## src/rtl/cpu_arb_pkg.sv

```systemverilog
// Shared types and helpers for the CPU request-FIFO write-port arbiter.
package cpu_arb_pkg;

  typedef enum logic {
    ST_IDLE = 1'b0,
    ST_LOCK = 1'b1
  } arb_state_t;

  localparam int CNT_W = 4;

  // Index that follows idx in round-robin order over nreq requesters.
  function automatic int rr_next(input int idx, input int nreq);
    return (idx + 1 >= nreq) ? 0 : idx + 1;
  endfunction

endpackage

```

## src/rtl/cpu_rr_pick.sv

```systemverilog
// Round-robin search: first valid requester at or after rr_ptr, wrapping at NREQ.
module cpu_rr_pick
  import cpu_arb_pkg::*;
#(
  parameter int NREQ = 2,
  parameter int ID_W = 1
) (
  input  logic [NREQ-1:0] valid,
  input  logic [ID_W-1:0] rr_ptr,
  output logic            found,
  output logic [ID_W-1:0] idx
);

  logic [2*NREQ-1:0] rot;

  // Rotating a doubled copy puts rr_ptr at bit 0; scan downward so the lowest offset wins.
  always_comb begin
    rot   = {valid, valid} >> rr_ptr;
    found = |valid;
    idx   = '0;
    for (int off = NREQ - 1; off >= 0; off--) begin
      if (rot[off]) idx = ID_W'((int'(rr_ptr) + off) % NREQ);
    end
  end

endmodule

```

## src/rtl/cpu_fifo_arb.sv

```systemverilog
// Burst-locking round-robin arbiter sharing one cpu_fifo write port among NREQ requesters.
//   state   | meaning
//   IDLE    | no lock; pick next requester from rr_ptr when any valid
//   LOCK    | grant_id owns the FIFO port until its last beat (or overlong burst)
module cpu_fifo_arb
  import cpu_arb_pkg::*;
#(
  parameter int NREQ      = 2,
  parameter int SIZE      = 32,
  parameter int ID_W      = 1,
  parameter int MAX_BURST = 4
) (
  input  logic                 clk,
  input  logic                 rst_n,
  input  logic [NREQ-1:0]      req_valid,
  input  logic [NREQ-1:0]      req_last,
  input  logic [NREQ*SIZE-1:0] req_data,
  output logic [NREQ-1:0]      req_ready,
  output logic                 fifo_wr_en,
  output logic [SIZE+ID_W-1:0] fifo_din,
  input  logic                 fifo_full,
  output logic [ID_W-1:0]      grant_id,
  output logic                 busy,
  output logic                 burst_err
);

  localparam logic [CNT_W-1:0] MAX_CNT = CNT_W'(MAX_BURST);

  arb_state_t       state;
  logic [ID_W-1:0]  rr_ptr;
  logic [CNT_W-1:0] beat_cnt;
  logic             pick_found;
  logic [ID_W-1:0]  pick_idx;
  logic [SIZE-1:0]  data_arr [NREQ];
  logic             accept;
  logic             last_beat;
  logic             over_len;

  for (genvar g = 0; g < NREQ; g++) begin : g_unpack
    assign data_arr[g] = req_data[g*SIZE +: SIZE];
  end

  cpu_rr_pick #(.NREQ(NREQ), .ID_W(ID_W)) u_pick (
    .valid  (req_valid),
    .rr_ptr (rr_ptr),
    .found  (pick_found),
    .idx    (pick_idx)
  );

  assign busy       = (state == ST_LOCK);
  assign accept     = busy & req_valid[grant_id] & ~fifo_full;
  assign fifo_wr_en = accept;
  assign fifo_din   = {grant_id, data_arr[grant_id]};
  assign last_beat  = req_last[grant_id];
  assign over_len   = (beat_cnt >= MAX_CNT);

  always_comb begin
    req_ready = '0;
    if (busy) req_ready[grant_id] = ~fifo_full;
  end

  always_ff @(posedge clk or negedge rst_n) begin
    if (!rst_n) begin
      state     <= ST_IDLE;
      grant_id  <= '0;
      rr_ptr    <= '0;
      beat_cnt  <= '0;
      burst_err <= 1'b0;
    end else begin
      case (state)
        ST_IDLE: begin
          if (pick_found) begin
            grant_id <= pick_idx;
            beat_cnt <= '0;
            state    <= ST_LOCK;
          end
        end
        ST_LOCK: begin
          if (accept) begin
            // An overlong burst is closed as though last had been seen.
            if (last_beat || over_len) begin
              if (!last_beat) burst_err <= 1'b1;
              rr_ptr   <= ID_W'(rr_next(int'(grant_id), NREQ));
              beat_cnt <= '0;
              state    <= ST_IDLE;
            end else if (beat_cnt != '1) begin
              beat_cnt <= beat_cnt + 1'b1;
            end
          end
        end
        default: state <= ST_IDLE;
      endcase
    end
  end

endmodule

```

## config.mk

```make
export PLATFORM = sky130hd
export DESIGN_NAME = cpu_fifo_arb
export DESIGN_NICKNAME = d
export VERILOG_FILES = /design/src/rtl/cpu_arb_pkg.sv /design/src/rtl/cpu_rr_pick.sv /design/src/rtl/cpu_fifo_arb.sv
export SDC_FILE = /design/constraint.sdc
export NUM_CORES = 1
export LEC_CHECK = 0
export ABC_AREA = 1
export BUFFER_PORTS_ARGS = -buffer_cell sky130_fd_sc_hd__buf_4
export CAP_MARGIN = 0
export CORE_ASPECT_RATIO = 0.7
export CORE_MARGIN = 1
export CORE_UTILIZATION = 28
export DETAILED_ROUTE_END_ITERATION = 12
export PLACE_DENSITY = 0.76
export SETUP_SLACK_MARGIN = 0.02
export SLEW_MARGIN = 20
export SYNTH_ARGS = -nofsm -noshare
export SYNTH_HDL_FRONTEND = slang
export SYNTH_SLANG_ARGS = --single-unit
export TNS_END_PERCENT = 20
```

## constraint.sdc

```tcl
create_clock -name clk -period 1.05 [get_ports clk]
set_input_delay 0.21 -clock clk [delete_from_list [all_inputs] [get_ports clk]]
set_output_delay 0.21 -clock clk [all_outputs]
set_load 0.02 [all_outputs]
```

**Word level (Yosys, flattened, before mapping)**

Index checks and enable logic that the tools add are counted.

- RAM bits: 0
- Output and inout bits: 39
- Register bits: 8
- ROM bits: 0
- Memories kept: 0
- Bits of input ports: 71
- Bits in latches: 0

- Shift-type cells: 1
- $add $sub $neg: 3
- Order comparisons: 5
- $mul: 0
- Reductions and logical operators: 7
- Divide/modulo/power cells: 0
- Muxes and demuxes: 22
- Equality and inequality tests: 4
- Bitwise logic cells: 7

Operators by type and width:

| cell | count |
|---|---|
| 32-bit two-way mux | 3 |
| 4-bit two-way mux | 4 |
| 1-bit two-way mux | 11 |
| 4-bit one-hot mux with 2 select lines | 1 |
| 3-bit AND reduction | 2 |
| 4-bit by 1-bit adder with 4-bit output, second input constant | 1 |
| 2-bit >= comparator, second input constant | 2 |
| 4-bit by 3-bit >= comparator with 1-bit output, second input constant | 1 |
| 2-bit inequality test, second input constant | 2 |
| 4-bit inequality test, second input constant | 1 |
| 4-bit AND reduction | 1 |
| 4-bit by 1-bit right shift with 2-bit output | 1 |
| 3-bit by 1-bit inequality test with 1-bit output, second input constant | 1 |
| 1-bit inverter | 3 |
| 1-bit by 1-bit adder with 2-bit output, second input constant | 1 |
| 1-bit AND | 2 |
| 2-bit AND | 1 |
| 1-bit by 2-bit less-than comparator with 1-bit output, second input constant | 1 |
| 2-bit two-way mux | 1 |
| 1-bit inverter with 2-bit output | 1 |
| 1-bit one-hot mux with 2 select lines | 1 |
| 2-bit AND reduction | 1 |
| 2-bit OR reduction | 1 |
| 1-bit adder, second input constant | 1 |
| 4 further kinds | 4 |

**Longest topological paths before layout**

- Word-level depth: 6
- Gate-level depth with buffers: 7

**Cells and area by module**

From an unflattened synthesis, not the netlist that was laid out.

- Cells, all modules: 163
- Area, all modules: 899.6 um2

By module, submodules not included:

| module | area each (um2) | cells an instance | sequential area each (um2) | times used |
|---|---|---|---|---|
| cpu_fifo_arb | 880.8 | 159 | 200.2 | 1 |
| cpu_rr_pick | 18.8 | 4 | 0.0 | 1 |

**Worst setup path after synthesis**

Ideal clock, no wire load.

- Kind: flip-flop to output port
- Start point: reg grant_id
- End point: out fifo_din[15]
- Required time: 0.840 ns
- Stages on the path, launching flop included: 5
- Arrival time: 1.119 ns
- Setup slack: -0.279 ns
- Buffers on the path: 1
- Cells stage by stage: dfrtp_1 inv_2 clkbuf_1 nand2_1 nand2_1

- Cells in the longest elaborated chain, start to end: 4

Ends and longest elaborated chain:

| element | RTL line | RTL |
|---|---|---|
| start, declared | cpu_fifo_arb.sv:22 | `output logic [ID_W-1:0] grant_id,` |
| start signal, assigned | cpu_fifo_arb.sv:73 | `grant_id <= pick_idx;` |
| 1-bit inverter with 2-bit output (implied by the code) | cpu_fifo_arb.sv:53 | `assign fifo_din = {grant_id, data_arr[grant_id]};` |
| 32-bit two-way mux (implied by the code) (3 in a row) | cpu_fifo_arb.sv:53 |  |
| end, declared | cpu_fifo_arb.sv:20 | `output logic [SIZE+ID_W-1:0] fifo_din,` |

Every way passes these cells. The select of a mux whose other input is x is not followed.

**Final worst setup path**

- Start point: reg grant_id
- End point: out fifo_din[20]

The elaborated chain is that of the path after synthesis.

==> summary.md <==
| Metric | Value |
|---|---|
| Fin area | 2200 sq um |
| Via count | 1333 |
| CP required | 840 ps |
| TritonCTS clock tree | done |
| Reg2reg path depth | 8 |
| Startpoint Class | register |
| GR Overflow Total | 0 |
| WL/cell | 10.4 um |
| Antenna-violating nets left | 0 |
| P per Cell Area | 2390 nW/um^2 |
| Post-synth cell types | 18 |
| DRC | 0 |
| Fin. Hold Viols | 0 |
| CP Capture Type | output pin |
| Antenna Cells | 0 |
| Largest net degree at the start of global routing | 20 |
| Critical-path cell list | inv_4, buf_12, nand2_1, nand2_4, buf_4 |
| Failing checks | setup timing |
| Slowest stage cell on the critical path | dfrtp_2 |
| Crit path buf inv count | 3 |
| Post-layout worst setup margin | -376 ps |
| Root Driver | clkbuf_8 |
| FF/Latch Area | 203 sq um |
| Die width | 67.7 um |
| Total Routing Usage GR | 18.8% |
| CTS max path bufs | 2 |
| Commonest non-fill, non-tap cell in the layout | buf_4 |
| Initial Utilization | 29.8% |
| Headroom to the max-slew limit | 84.8% |
| WP data arrival | 1220 ps |
| Final Wtd Congestion | 0.801 |
| Mapped Cells | 159 |
| Mapped Area | 847 sq um |
| Seq/Total Area, Yosys | 23.6% |
| Area after DPL | 1940 sq um |
| Fraction of layout instances using a drive strength above 1 | 69.0% |
| Vias in the first global route | 1061 |
| Multi-input gate area | 783 sq um |
| Period utilization | 136% |
| Clk_skew | 9.56 ps |
| Number of fill cells in the layout | 229 |
| Core area | 2840 sq um |
| Min-Delay Path Depth | 3 |
| DP Worst Slack | -152 ps |
| Num ports | 110 |
| DIE HEIGHT | 48.0 um |
| Initial antenna violation count | 0 |
| Routed wire length | 3260 um |
| Number of iterations in the first detailed-routing pass | 4 |
| Synth warnings | 0 |
| RSZ-0062 raised after global routing | yes |
| Min-Delay Path Class | primary input to register |
| IR drop worst, VDD | 1450 uV |
| Status | finished, violations left |
| Leakage | 0.00123 uW |
| DP HPWL | 2580 um |
| CP delay by family, top | flip-flops |
| Row count | 16 |
| Flops & latches, synth | 8 |
| Synth-to-layout area growth | 160% |
| Total CTS buffers | 3 |
| Slew Viols, Final | 0 |
| Final setup viols | 45 |
| # port buffers | 109 |
| Power, Total | 5250 uW |
| Starting DRT DRC Count | 21 |
| H-tree Lvls | 1 |
| Slowest stage delay, CP | 440 ps |
| Total die area | 3250 sq um |
| WS Path Type | register to output pin |
| Worst-path maximum fanout | 13 |
| First-pass GRT wire length | 4440 um |
| Hold slack | 237 ps |
| Core Util, Final | 77.3% |
| Worst skew pair latency | 240 ps |
| Fin nets | 350 |
| Most frequent cells in the layout | buf_4, nand2_1, nand2_2 |
| Crit path depth | 5 |
| Reg clk slew, reported paths | 50 ps |
| Worst slew pin tran | 228 ps |
| Synth Net Count | 231 |
| Clk sink count | 8 |
| Fmax | 0.701 GHz |
| Via/cell ratio | 4.26 |
| Tmin final | 1430 ps |
| Syn_area_per_cell | 5.33 sq um |
| MaxCap Viol Count | 0 |
-- state kept, by name, summed over array words and instances (netlist names) --
register   cells
beat_cnt       4
burst_err      1
busy           1
grant_id       1
rr_ptr         1
-- through the flow --
stage | cells | setup TNS, ps
floorplan | 159 | -2780
global placement | 307 | -2850
detailed placement | 307 | -3440
CTS | 313 | -13750
global route | 313 | -16140
finish | 313 | -13260
-- logic make-up after synthesis --
group                      count (synthesis)  share of synthesized area, %
AOI/OAI and AO/OA                          4                          3.10
adders and majority gates                  1                          1.48
buffers and inverters                     17                          9.46
DFF                                        8                          23.6
and+or+nand+nor                          129                          62.3
-- power breakdown --
group	internal (uW)	switching, uW
registers	422	88.8
clock network	264	131
logic	2060	2280
-- area by class of cell --
class | instances | area share (%)
inverters | 9 | 1.65
multi-input cells | 134 | 35.6
repair buffers | 122 | 49.4
clock buffers | 4 | 2.05
flip-flops and latches | 8 | 9.22
well taps | 36 | 2.05
-- synthesized netlist by cell type (all sizes together) --
| cell | number | area, sq um |
|---|---|---|
| o21ai | 3 | 15.0 |
| ha | 1 | 12.5 |
| dfrtp | 8 | 200 |
| nand2 | 114 | 440 |
| nor2 | 8 | 37.5 |
| clkbuf | 2 | 7.51 |
| inv | 9 | 33.8 |
| buf | 6 | 38.8 |
| nand3 | 7 | 50.1 |
| o21bai | 1 | 11.3 |
-- worst paths after layout --
path | from | endpoint | slack (ps)
max in group asynchronous | rst_n | grant_id | 580
min in group asynchronous | rst_n | beat_cnt[0] | 330
max reg2reg | grant_id | beat_cnt[2] | -220
min reg2reg | rr_ptr | rr_ptr | 470
max | grant_id | fifo_din[20] | -380
min | req_valid[1] | busy | 240
-- per-layer routing --
layer,wire length (um),share of wire [%],up-vias,GRT usage (%)
li1,-,-,713,-
met1,1270,39,556,23.2
met2,1590,49,59,32.3
met3,363,11,5,4.29
met4,35,1.1,0,7.66
met5,0,0,-,0
-- tightest hold or removal path, delay by kind of cell --
| family | cells | cell delay [ps] |
|---|---|---|
| buf+inv | 1 | 100 |
| compound gates | 1 | 70 |
| simple gates | 1 | 60 |
-- what timing repair did --
action,4_1_cts,5_1_grt
pin swaps,1,0
hold endpoints to repair,8,0
gates resized for setup,33,20
buffers inserted,1,0
hold buffers,1,0
endpoints found under the setup margin,45,46
No activity file was read; power rests on OpenSTA's default activity.
